`src/rtl/axi4_frame_read_ctrl.sv`:
```
// AXI4 read master that fetches a 2-D frame as INCR bursts and streams the R data out with line/frame markers.
// Optional: define AXI4_FRAME_READ_CTRL_4K_GUARD_EN to keep every burst inside one 4 KB page.
module axi4_frame_read_ctrl #(
   parameter int AXI_ID_WIDTH   = 4,
   parameter int AXI_ADDR_WIDTH = 32,
   parameter int AXI_LEN_WIDTH  = 8,
   parameter int AXI_DATA_SIZE  = 2,
   parameter int AXI_DATA_WIDTH = (8 << AXI_DATA_SIZE),
   parameter int MAX_BURST      = 16,
   parameter int ISSUE_LIMIT    = 4,
   parameter int SIZE_WIDTH     = 12
) (
   input  logic                      aclk,
   input  logic                      areset,
   input  logic                      start,
   output logic                      busy,
   output logic                      done,
   input  logic [AXI_ADDR_WIDTH-1:0] param_addr,
   input  logic [AXI_ADDR_WIDTH-1:0] param_stride,
   input  logic [SIZE_WIDTH-1:0]     param_hsize,
   input  logic [SIZE_WIDTH-1:0]     param_vsize,
   output logic [AXI_ID_WIDTH-1:0]   m_axi4_arid,
   output logic [AXI_ADDR_WIDTH-1:0] m_axi4_araddr,
   output logic [AXI_LEN_WIDTH-1:0]  m_axi4_arlen,
   output logic [2:0]                m_axi4_arsize,
   output logic [1:0]                m_axi4_arburst,
   output logic                      m_axi4_arlock,
   output logic [3:0]                m_axi4_arcache,
   output logic [2:0]                m_axi4_arprot,
   output logic [3:0]                m_axi4_arqos,
   output logic                      m_axi4_arvalid,
   input  logic                      m_axi4_arready,
   input  logic [AXI_ID_WIDTH-1:0]   m_axi4_rid,
   input  logic [AXI_DATA_WIDTH-1:0] m_axi4_rdata,
   input  logic [1:0]                m_axi4_rresp,
   input  logic                      m_axi4_rlast,
   input  logic                      m_axi4_rvalid,
   output logic                      m_axi4_rready,
   output logic [AXI_DATA_WIDTH-1:0] m_tdata,
   output logic                      m_tuser,
   output logic                      m_tlast,
   output logic                      m_tvalid,
   input  logic                      m_tready
);

   typedef enum logic [1:0] {IDLE, ISSUE, DRAIN, DONE} state_t;

   state_t                    state_q, state_d;
   logic                      busy_q, busy_d, done_q, done_d;
   logic                      arvalid_q, arvalid_d;
   logic [AXI_ADDR_WIDTH-1:0] araddr_q, araddr_d;
   logic [AXI_LEN_WIDTH-1:0]  arlen_q, arlen_d;
   logic [AXI_ADDR_WIDTH-1:0] line_addr_q, line_addr_d, cur_addr_q, cur_addr_d, stride_q, stride_d;
   logic [SIZE_WIDTH-1:0]     hsize_q, hsize_d, rem_q, rem_d, lines_q, lines_d, beat_cnt_q, beat_cnt_d;
   logic [3:0]                outstanding_q, outstanding_d;
   logic                      first_q, first_d;

   logic                      ar_hs, r_hs, r_end;
   logic [AXI_LEN_WIDTH:0]    ar_beats;
   logic [31:0]               len_beats;
   logic [AXI_ADDR_WIDTH-1:0] next_line;
`ifdef AXI4_FRAME_READ_CTRL_4K_GUARD_EN
   logic [31:0]               to_4k;
`endif
   logic                      unused_r;

   assign unused_r = ^{m_axi4_rid, m_axi4_rresp};

   assign ar_hs     = arvalid_q && m_axi4_arready;
   assign r_hs      = m_axi4_rvalid && m_tready;
   assign r_end     = r_hs && m_axi4_rlast;
   assign ar_beats  = {1'b0, arlen_q} + 1'b1;
   assign next_line = line_addr_q + stride_q;

   always_comb begin
      state_d       = state_q;
      arvalid_d     = arvalid_q;
      araddr_d      = araddr_q;
      arlen_d       = arlen_q;
      line_addr_d   = line_addr_q;
      cur_addr_d    = cur_addr_q;
      stride_d      = stride_q;
      hsize_d       = hsize_q;
      rem_d         = rem_q;
      lines_d       = lines_q;
      beat_cnt_d    = beat_cnt_q;
      first_d       = first_q;
      outstanding_d = outstanding_q;

      len_beats = (32'(rem_q) < 32'(MAX_BURST)) ? 32'(rem_q) : 32'(MAX_BURST);
`ifdef AXI4_FRAME_READ_CTRL_4K_GUARD_EN
      to_4k = (32'd4096 - {20'd0, cur_addr_q[11:0]}) >> AXI_DATA_SIZE;
      if (to_4k < len_beats) len_beats = to_4k;
`endif

      case ({ar_hs, r_end})
         2'b10:   outstanding_d = outstanding_q + 4'd1;
         2'b01:   outstanding_d = outstanding_q - 4'd1;
         default: outstanding_d = outstanding_q;
      endcase

      // Line markers come from our own beat count so a slave's rlast placement cannot skew them.
      if (r_hs) begin
         first_d    = 1'b0;
         beat_cnt_d = (beat_cnt_q == hsize_q - 1'b1) ? '0 : beat_cnt_q + 1'b1;
      end

      case (state_q)
         IDLE: if (start) begin
            hsize_d     = param_hsize;
            stride_d    = param_stride;
            line_addr_d = param_addr;
            cur_addr_d  = param_addr;
            rem_d       = param_hsize;
            lines_d     = param_vsize;
            beat_cnt_d  = '0;
            first_d     = 1'b1;
            state_d     = (param_hsize == '0 || param_vsize == '0) ? DONE : ISSUE;
         end
         ISSUE: begin
            if (ar_hs) begin
               arvalid_d  = 1'b0;
               cur_addr_d = cur_addr_q + (AXI_ADDR_WIDTH'(ar_beats) << AXI_DATA_SIZE);
               rem_d      = rem_q - SIZE_WIDTH'(ar_beats);
               if (rem_q == SIZE_WIDTH'(ar_beats)) begin
                  line_addr_d = next_line;
                  cur_addr_d  = next_line;
                  rem_d       = hsize_q;
                  lines_d     = lines_q - 1'b1;
                  if (lines_q == SIZE_WIDTH'(1)) state_d = DRAIN;
               end
            end else if (!arvalid_q && outstanding_q < 4'(ISSUE_LIMIT)) begin
               arvalid_d = 1'b1;
               araddr_d  = cur_addr_q;
               arlen_d   = AXI_LEN_WIDTH'(len_beats - 32'd1);
            end
         end
         // Looking at the next count lets done follow the final beat by one cycle.
         DRAIN: if (outstanding_d == 4'd0) state_d = DONE;
         default: state_d = IDLE;
      endcase

      busy_d = (state_d == ISSUE) || (state_d == DRAIN);
      done_d = (state_d == DONE);
   end

   always_ff @(posedge aclk) begin
      if (areset) begin
         state_q       <= IDLE;
         busy_q        <= 1'b0;
         done_q        <= 1'b0;
         arvalid_q     <= 1'b0;
         araddr_q      <= '0;
         arlen_q       <= '0;
         line_addr_q   <= '0;
         cur_addr_q    <= '0;
         stride_q      <= '0;
         hsize_q       <= '0;
         rem_q         <= '0;
         lines_q       <= '0;
         beat_cnt_q    <= '0;
         first_q       <= 1'b0;
         outstanding_q <= '0;
      end else begin
         state_q       <= state_d;
         busy_q        <= busy_d;
         done_q        <= done_d;
         arvalid_q     <= arvalid_d;
         araddr_q      <= araddr_d;
         arlen_q       <= arlen_d;
         line_addr_q   <= line_addr_d;
         cur_addr_q    <= cur_addr_d;
         stride_q      <= stride_d;
         hsize_q       <= hsize_d;
         rem_q         <= rem_d;
         lines_q       <= lines_d;
         beat_cnt_q    <= beat_cnt_d;
         first_q       <= first_d;
         outstanding_q <= outstanding_d;
      end
   end

   assign busy           = busy_q;
   assign done           = done_q;
   assign m_axi4_arid    = '0;
   assign m_axi4_araddr  = araddr_q;
   assign m_axi4_arlen   = arlen_q;
   assign m_axi4_arsize  = 3'(AXI_DATA_SIZE);
   assign m_axi4_arburst = 2'b01;
   assign m_axi4_arlock  = 1'b0;
   assign m_axi4_arcache = 4'b0011;
   assign m_axi4_arprot  = 3'b000;
   assign m_axi4_arqos   = 4'h0;
   assign m_axi4_arvalid = arvalid_q;
   assign m_axi4_rready  = m_tready;
   assign m_tdata        = m_axi4_rdata;
   assign m_tuser        = first_q;
   assign m_tlast        = (beat_cnt_q == hsize_q - 1'b1);
   assign m_tvalid       = m_axi4_rvalid;

endmodule

```
`config.mk`:
```
export PLATFORM = sky130hd
export DESIGN_NAME = axi4_frame_read_ctrl
export DESIGN_NICKNAME = d
export VERILOG_FILES = /design/src/rtl/axi4_frame_read_ctrl.sv
export SDC_FILE = /design/constraint.sdc
export NUM_CORES = 1
export LEC_CHECK = 0
export ABC_AREA = 1
export BUFFER_PORTS_ARGS = -buffer_cell sky130_fd_sc_hd__buf_2
export CAP_MARGIN = 20
export CORE_AREA = 4 4 161 163
export CTS_BUF_LIST = sky130_fd_sc_hd__clkbuf_16
export DETAILED_ROUTE_END_ITERATION = 10
export DIE_AREA = 0 0 165 167
export PLACE_DENSITY = 0.77
export SYNTH_ARGS = -nofsm -noshare
export SYNTH_HDL_FRONTEND = slang
export SYNTH_SLANG_ARGS = --single-unit
```
`constraint.sdc`:
```
create_clock -name aclk -period 5.7 [get_ports aclk]
set_clock_uncertainty 0.05 [all_clocks]
set_input_delay 0.285 -clock aclk [delete_from_list [all_inputs] [get_ports aclk]]
set_output_delay 0.285 -clock aclk [all_outputs]
set_load 0.02 [all_outputs]
```
After elaboration in Yosys (flattened, before gate mapping). Cells that the tools add are included.

Flip-flop bits (word level): 194. Input bits: 133. Output and inout bits: 100. Logic and storage cells: 92.

$add $sub $neg: 10. $lt $le $gt $ge: 2. Equal/unequal tests: 13. Mux-type cells: 33. Bitwise operators: 1. Reduce and logical (&&, ||, !) cells: 18.

Operators with widths (number): 32-bit 2-to-1 mux (5); 32-bit one-hot mux with 2 select lines (2); 12-bit 2-to-1 mux (10); 12-bit one-hot mux with 2 select lines (2); 32-bit by 11-bit adder with 32-bit output (1); 32-bit adder (1); 12-bit zero test (2); 12-bit by 1-bit subtractor with 12-bit output, second input constant (2); 12-bit by 1-bit adder with 12-bit output, second input constant (1); 12-bit by 1-bit equality test with 1-bit output, second input constant (1); 12-bit equality test (1); 12-bit by 9-bit equality test with 1-bit output (1); 12-bit by 5-bit less-than comparator with 1-bit output, second input constant (1); 2-bit 2-to-1 mux (6); 12-bit by 9-bit subtractor with 12-bit output (1); 8-bit by 1-bit adder with 9-bit output, second input constant (1); 2-bit equality test, second input constant (4); 8-bit 2-to-1 mux (1); 4-bit one-hot mux with 2 select lines (1); 8-bit by 1-bit subtractor with 8-bit output, second input constant (1); 2-bit by 1-bit equality test with 1-bit output, second input constant (3); 2-bit != test, second input constant (3); 2-bit one-hot mux with 3 select lines (1); 3-bit AND reduction (2); 13 further kinds (23).

Depth between registers and ports, before layout. Gate-level depths: netlist (run 1).

Word-level depth: 9. Depth in mapped cells: 21. Gate-level depth less buffers: 21.

Worst setup path before layout (run 1). Ideal clock, no wire load.

Kind: reg2reg. Start: register arlen_q[0], in the netlist m_axi4_arlen[0]. End: register busy_q, in the netlist busy. Setup time: 0.128 ns. Arrival time: 2.793 ns. Required time: 5.522 ns. Setup slack: 2.729 ns. Stages on the path, launching flop included: 18. Buffers on the path: 1. Clock period less this slack: 2.971 ns. Cells stage by stage: dfxtp_1 -> ha_1 -> nand3_1 -> nand3b_1 -> nor2_1 -> nand2_1 -> ha_1 -> inv_1 -> nor4_2 -> nand3_1 -> buf_2 -> inv_2 -> nand4_1 -> a21oi_1 -> nand2_1 -> ha_1 -> inv_1 -> nor2_1.

Cells in the longest elaborated chain, start to end: 7. Elaborated cells on any way between the ends: 8. Classes of those cells: add/sub: 1; eq/ne: 3; mux: 3; reduce/logical: 1.

Ends and longest elaborated chain: from (decl) (RTL line 52) `logic [AXI_LEN_WIDTH-1:0] arlen_q, arlen_d;`; from (signal assigned) (RTL line 170) `arlen_q <= arlen_d;`; 8-bit by 1-bit adder with 9-bit output * (RTL line 72) `assign ar_beats = {1'b0, arlen_q} + 1'b1;`; 12-bit by 9-bit equality test with 1-bit output * (RTL line 125) `if (rem_q == SIZE_WIDTH'(ar_beats)) begin`; 2-bit 2-to-1 mux * (RTL line 125); 2-bit 2-to-1 mux * (RTL line 121) `if (ar_hs) begin`; 2-bit one-hot mux with 3 select lines * (RTL line 108) `case (state_q)`; net state_d[0] (RTL line 48) `state_t state_q, state_d;`; 2-bit by 1-bit equality test with 1-bit output or 2-bit equality test (tied branches) (RTL line 143) `busy_d = (state_d == ISSUE) || (state_d == DRAIN);`; 1-bit logical OR * (RTL line 143); net busy_d (RTL line 49) `logic busy_q, busy_d, done_q, done_d;`; to (signal assigned) (RTL line 166) `busy_q <= busy_d;`; to (decl) (RTL line 49).

The timed path passes the listed nets; every way through them passes the cells marked *. A chain may end at the register's enable or synchronous reset.

Final worst setup path (run 1).
Start: register arlen_q[0], in the netlist m_axi4_arlen[0]. End: register line_addr_q[17].

Cells in the longest elaborated chain, start to end: 4.

Ends and longest elaborated chain: 8-bit by 1-bit adder with 9-bit output (RTL line 72); 12-bit by 9-bit equality test with 1-bit output (RTL line 125); 2-bit != test (no source line); 4-bit AND reduction (no source line); to (signal assigned) (RTL line 171) `line_addr_q <= line_addr_d;`; to (decl) (RTL line 53) `logic [AXI_ADDR_WIDTH-1:0] line_addr_q, line_addr_d, cur_addr_q, cur_addr_d, stride_q, stride_d;`.

Every way passes these cells.

==> results of run 1 <==
cell type report:
type / instances / area [um^2]
clock buffers: 17 / 425
inverters: 252 / 947
fillers: 2436 / 9950
well taps: 324 / 405
clock inverters: 15 / 194
repair buffers: 151 / 781
flip-flops and latches: 194 / 3880
multi-input cells: 1542 / 7730
per-stage QoR:
step	cell area, um^2	instances
final	14400	2495
after global routing	14400	2495
after CTS	14400	2495
after detailed placement	13800	2463
after global placement	13800	2463
after floorplan	13300	2119
logic make-up (layout without fill, tap and decap cells):
| family | count (synthesis) | count (layout) | synth area share |
|---|---|---|---|
| compound gates | 454 | 454 | 0.181 |
| simple gates | 957 | 957 | 0.304 |
| buf+inv | 383 | 435 | 0.128 |
| xor+xnor | 47 | 47 | 0.0321 |
| flops | 194 | 194 | 0.293 |
| mux | 1 | 1 | 0.000756 |
| other cells | 2 | 21 | 0.000567 |
| fa+ha+maj | 62 | 62 | 0.0603 |
metal layers:
layer | GRT usage | vias up | part of all wire | routed length [um]
li1 | - | 6919 | - | -
met1 | 0.395 | 6284 | 0.44 | 18400
met2 | 0.475 | 524 | 0.45 | 18800
met3 | 0.0514 | 93 | 0.076 | 3210
met4 | 0.126 | 4 | 0.039 | 1630
met5 | 0 | - | 0.00064 | 27
synth_stat cells, types with 2 or more instances:
master,instances,share of area
clkbuf_1,49,0.014
dfxtp_1,194,0.29
inv_2,8,0.0023
o22ai_1,4,0.0019
nand4_1,31,0.015
a31oi_1,33,0.016
xor2_1,31,0.021
conb_1,2,0.00057
o31ai_1,2,0.0011
nand3_1,143,0.054
or2_2,8,0.0038
nor3b_1,2,0.0011
nor3_1,31,0.012
o21ai_1,11,0.0042
xnor2_1,15,0.0099
nand2_2,2,0.00094
a21oi_1,174,0.066
a21o_1,4,0.0023
buf_6,2,0.0017
nor2_2,3,0.0014
fa_1,3,0.0045
nand3b_1,7,0.0040
nor2_1,257,0.073
buf_2,18,0.0068
o211ai_1,5,0.0028
o21ai_0,208,0.079
inv_1,243,0.069
o21bai_1,4,0.0023
nand2_1,458,0.13
buf_4,60,0.034
buf_1,2,0.00057
ha_1,59,0.056
and3_1,4,0.0019
nor4_1,5,0.0024
worst max path at each step:
stage	start	end	slack, ns	depth (start not counted)
2_1_floorplan	m_axi4_arlen[0]	busy	2.73	17
3_3_place_gp	m_axi4_arlen[0]	line_addr_q[25]	1.44	15
3_5_place_dp	m_axi4_arlen[0]	lines_q[4]	1.33	14
4_1_cts	m_axi4_arlen[0]	line_addr_q[17]	1.27	14
5_1_grt	m_axi4_arlen[2]	line_addr_q[17]	0.86	13
6_report	m_axi4_arlen[0]	line_addr_q[17]	1.15	14
report_power, final:
part,internal (W),switching (W)
sequential,0.00147,0.000108
combinational,0.000340,0.000697
clock,0.000673,0.000622
total,0.00248,0.00143
flip-flops by register name, summed over array words and instances (netlist names):
name            flops
cur_addr_q         32
line_addr_q        32
m_axi4_araddr      32
stride_q           32
beat_cnt_q         12
hsize_q            12
lines_q            12
rem_q              12
m_axi4_arlen        8
outstanding_q       4
state_q             2
busy                1
done                1
m_axi4_arvalid      1
m_tuser             1
worst max-delay path: stages (launching register included):
cell      delay [ns]
dfxtp_1         0.38
ha_1            0.21
nand3_1         0.12
nand3b_1        0.21
nor2_1          0.14
nand2_1         0.13
ha_1            0.33
inv_1           0.10
nor4_2          0.21
nand3_1         0.49
nand2_2         0.68
nand2_4         0.30
inv_2           0.68
o21ai_0         0.18
a31oi_1         0.22
==> flow_summary.json, run 1 <==
{
  "slew_violations": 0,
  "min_from": "param_stride[24]",
  "power_w": 0.00391,
  "async_reset_ff_frac": 0,
  "crit_type": "register to register",
  "ys_ff_latch": 194,
  "rsz0062_at_grt": "no",
  "hold_path.class": "primary input to register",
  "cts_resized": 0,
  "cts_buffers": 17,
  "via_per_inst": 5.54,
  "rr_startpoint": "m_axi4_arlen[0]",
  "insertion_delay_ns": 0.45,
  "rr_endpoint": "line_addr_q[17]",
  "start_util": 0.545,
  "fmax_ghz": 0.220,
  "drive_above_1_share": 0.0981,
  "cp-end-kind": "register",
  "worstSetupStartpointType": "register",
  "die_w_um": 165,
  "cts_tree": "yes",
  "coreArea_mm2": 0.0243,
  "peakVddDrop_uv": 174,
  "grt_pass1_wl_mm": 66.0,
  "synth_seq_area_share": 0.293,
  "n_antenna_cell": 0,
  "drv_cap": 0,
  "clockRootBuffer": "clkbuf_16",
  "drt-pass1-iter-count": 6,
  "cts_setup_buffers": 0,
  "final_common_cell": "nand2_1",
  "track_usage": 0.298,
  "area_growth_pct": 8.52,
  "p_leak_nw": 7.06,
  "dp_hpwl_mm": 32.2,
  "gp_congestion": 0.930,
  "clk_path_buf_depth": 2,
  "setup_tns_ns": 0,
  "pre_cts_ws_ns": 1.33,
  "globalRouteOverflowTotal": 0,
  "nets": 2353,
  "required_ns": 6.00,
  "die_y_um": 167,
  "min_period_ns": 4.55,
  "row_count": 57,
  "finalHoldViolations": 0,
  "setup_ws_ns": 1.15,
  "cts.sinks": 194,
  "syn_area_per_cell_um2": 6.31,
  "hold_end": "stride_q[24]",
  "worstHoldPathCells": 3,
  "routedWlPerCell_um": 16.9,
  "ios": 233,
  "fin_util": 0.591,
  "htree_num_levels": 4,
  "ant_nets": 0,
  "rrSetupSlack_ns": 1.15,
  "wl_mm": 42.1,
  "crit_arrival_ns": 4.85,
  "final_cell_mix": "nand2_1, nor2_1, inv_1, o21ai_0, dfxtp_1",
  "synth_edf_count": 0,
  "status": "finished, final reports clean",
  "synthFlopType": "dfxtp_1",
  "die_area_mm2": 0.0276,
  "path_clk_slew_ns": 0.09,
  "post_synth_instance_area_mm2": 0.0132,
  "fin_hold_ws_ns": 0.0324,
  "antenna_found_initial": 2,
  "grt_pass1_vias": 12900,
  "vias": 13800,
  "finalSetupViolations": 0,
  "slew_headroom": 0.448,
  "drc": 0,
  "yosys_warnings": 0,
  "holdBufCountCts": 0,
  "syn_inst": 2100,
  "worst_pin_slew_ns": 0.828,
  "period_share": 0.798,
  "grt_max_degree": 66,
  "cp_max_fo": 49,
  "synth_cell_types": 52,
  "io_buffers": 141,
  "power_density_mw_per_mm2": 272,
  "rr_worst_depth": 14,
  "dr.first_iter.drc_count": 1355
}
No activity file was read; power rests on OpenSTA's default activity.
==> run 2, diff against run 1 <==
--- a/config.mk
+++ b/config.mk
@@ -5,13 +5,13 @@
 export SDC_FILE = /design/constraint.sdc
 export NUM_CORES = 1
 export LEC_CHECK = 0
-export ABC_AREA = 1
+export ABC_AREA = 0
 export BUFFER_PORTS_ARGS = -buffer_cell sky130_fd_sc_hd__buf_2
 export CAP_MARGIN = 20
-export CORE_AREA = 4 4 161 163
+export CORE_AREA = 4 4 158 160
 export CTS_BUF_LIST = sky130_fd_sc_hd__clkbuf_16
 export DETAILED_ROUTE_END_ITERATION = 10
-export DIE_AREA = 0 0 165 167
+export DIE_AREA = 0 0 162 164
 export PLACE_DENSITY = 0.77
 export SYNTH_ARGS = -nofsm -noshare
 export SYNTH_HDL_FRONTEND = slang
==> constraint.sdc (replaced) <==
create_clock -name aclk -period 4.05 [get_ports aclk]
set_clock_uncertainty 0.05 [all_clocks]
set_input_delay 0.2025 -clock aclk [delete_from_list [all_inputs] [get_ports aclk]]
set_output_delay 0.2025 -clock aclk [all_outputs]
set_load 0.02 [all_outputs]
==> flow_summary.json, run 2 <==
{
  "status": "finished with violations",
  "violations": "negative hold slack",
  "die_area_mm2": 0.0266,
  "rr_endpoint": "lines_q[1]",
  "slew_headroom": 0.486,
  "ant_nets": 0,
  "synth_seq_area_share": 0.327,
  "antenna_found_initial": 1,
  "wl_mm": 35.0,
  "synth.most_common_cell": "nand2_1",
  "htree_num_levels": 4,
  "die_y_um": 164,
  "row_count": 56,
  "cp_max_fo": 12,
  "via_per_inst": 5.82,
  "gp_congestion": 0.942,
  "area_growth_pct": 14.5,
  "synthFlopType": "dfxtp_1",
  "grt_pass1_wl_mm": 55.8,
  "grt_max_degree": 69,
  "finalHoldViolations": 1,
  "final_cell_mix": "nand2_1, dfxtp_1, a21oi_1, buf_2, nor2_1",
  "period_share": 0.938,
  "nets": 1868,
  "synth_top_area_cell": "dfxtp_1",
  "post_synth_instance_area_mm2": 0.0119,
  "finalSetupViolations": 0,
  "crit_chain": "ha_1 > nand3_1 > nor2_1 > xor2_1 > inv_1 > ha_1 > nand2_1 > or4_1 > buf_4 > nor2_2 > nor2_1 > buf_4 > a211oi_1 > a211oi_1",
  "cts_tree": "yes",
  "synth_top_area_share": 0.327,
  "required_ns": 4.29,
  "drt-pass1-iter-count": 7,
  "drive_above_1_share": 0.132,
  "die_w_um": 162,
  "crit_family": "simple AND/OR/NAND/NOR gates",
  "globalRouteOverflowTotal": 0,
  "final_common_cell": "nand2_1",
  "cp-end-kind": "register",
  "worst_pin_slew_ns": 0.770,
  "rr_startpoint": "m_axi4_arlen[0]",
  "fillers": 2211,
  "path_buf_inv": 3,
  "drc": 0,
  "ios": 233,
  "fmax_ghz": 0.263,
  "cp.depth": 14,
  "path_clk_slew_ns": 0.08,
  "dp_hpwl_mm": 25.7,
  "power_w": 0.00530,
  "n_antenna_cell": 0,
  "fin_hold_ws_ns": -0.00374,
  "setup_tns_ns": 0,
  "peakVddDrop_uv": 252,
  "p_leak_nw": 5.58,
  "syn_area_per_cell_um2": 7.58,
  "regArea_mm2": 0.00388,
  "cts.sinks": 194,
  "power_density_mw_per_mm2": 390,
  "crit_type": "register to register",
  "grt_pass1_vias": 10500,
  "multiInputGateArea_mm2": 0.00723,
  "yosys_warnings": 0,
  "io_buffers": 141,
  "vias": 11700,
  "synth_edf_count": 0,
  "rrSetupSlack_ns": 0.25,
  "synthTopCellsByCount": "nand2_1, dfxtp_1, a21oi_1, nor2_1, clkbuf_1",
  "critPathCapture": "lines_q[1]",
  "fin_area_mm2": 0.0136,
  "synthTopCellsByArea": "dfxtp_1, nand2_1, a21oi_1",
  "worstSetupStartpointType": "register",
  "track_usage": 0.258,
  "crit_start": "m_axi4_arlen[0]",
  "cp_slowest_cell": "or4_1",
  "rsz0062_at_grt": "no",
  "synth_cell_types": 75,
  "coreArea_mm2": 0.0234,
  "clockRootBuffer": "clkbuf_16",
  "cts_buffers": 17,
  "insertion_delay_ns": 0.44,
  "start_util": 0.507,
  "syn_inst": 1566,
  "drv_cap": 0,
  "fin_util": 0.581,
  "min_period_ns": 3.80,
  "routedWlPerCell_um": 17.4,
  "slew_violations": 0,
  "crit_arrival_ns": 4.04,
  "ys_ff_latch": 194,
  "dr.first_iter.drc_count": 1182,
  "async_reset_ff_frac": 0,
  "placed_area_mm2": 0.0125,
  "clk_path_buf_depth": 2,
  "hold_path.class": "primary input to register",
  "slowest_delay_ns": 0.62,
  "rr_worst_depth": 14
}
run 2: cell count changes in the layout (fill, tap and decap cells not counted), moves of 16 or more:
cell | before | now
nand4_1 | 31 | 15
o21ai_0 | 208 | 55
dlygate4sd3_1 | 0 | 43
nand3_1 | 143 | 36
xnor2_1 | 15 | 55
o211ai_1 | 5 | 31
a31oi_1 | 33 | 17
inv_1 | 242 | 29
nor2_1 | 256 | 129
a311oi_1 | 1 | 20
a211oi_1 | 1 | 24
nand2_1 | 457 | 296
run 2: per-stage QoR:
step	std cells	setup WS (ns)
final	2004	0.253
after global routing	2004	0.0377
after CTS	2003	0.236
after detailed placement	1929	0.277
after global placement	1929	0.339
after floorplan	1585	0.525
run 2: tightest hold or removal path: cells and delay by family:
kind	cells	cell delay [ns]
buf+inv	1	0.12
simple gates	1	0.06
compound gates	1	0.06
run 2: cells by family after synthesis:
logic type | after synthesis | share of synthesized area
xor+xnor | 87 | 0.0642
flops | 194 | 0.327
fa+ha+maj | 62 | 0.0673
compound gates | 421 | 0.224
simple gates | 623 | 0.238
mux | 9 | 0.00759
buf+inv | 168 | 0.0714
other cells | 2 | 0.000633
run 2: layout make-up:
type | count | share of cell area
multi-input combinational | 1223 | 0.532
sequential | 194 | 0.286
timing repair buffer | 209 | 0.100
clock buffer | 17 | 0.0313
tap | 319 | 0.0294
clock inverter | 14 | 0.0135
inverter | 28 | 0.00773
run 2: what timing repair did:
action,CTS,global route
hold buffers,43,0
endpoints found under the setup margin,0,1
setup buffers,0,0
endpoints found under the hold margin,43,0
gates resized for setup,0,1
run 2: worst min-delay path by stage:
stage / start / endpoint / slack [ns] / cells after the start
CTS: param_hsize[5] / hsize_q[5] / 0.0003 / 3
finish: param_hsize[5] / hsize_q[5] / -0.004 / 3
floorplan: param_stride[0] / stride_q[0] / 0.29 / 2
detailed placement: m_axi4_rdata[14] / m_tdata[14] / 0.36 / 0
global placement: m_axi4_rdata[14] / m_tdata[14] / 0.36 / 0
global route: param_addr[28] / line_addr_q[28] / 0.01 / 3
run 2: report_power, final:
group          internal, W  leakage [nW]  switching (W)
clock              0.00103         0.300       0.000776
combinational     0.000508          3.69       0.000802
sequential         0.00204          1.59       0.000142
total              0.00358          5.58        0.00172
run 2: routing by layer:
layer  global-route usage  part of all wire
met1                0.386              0.46
met4               0.0761             0.024
met3               0.0462             0.089
met5                    0           0.00034
met2                0.378              0.42
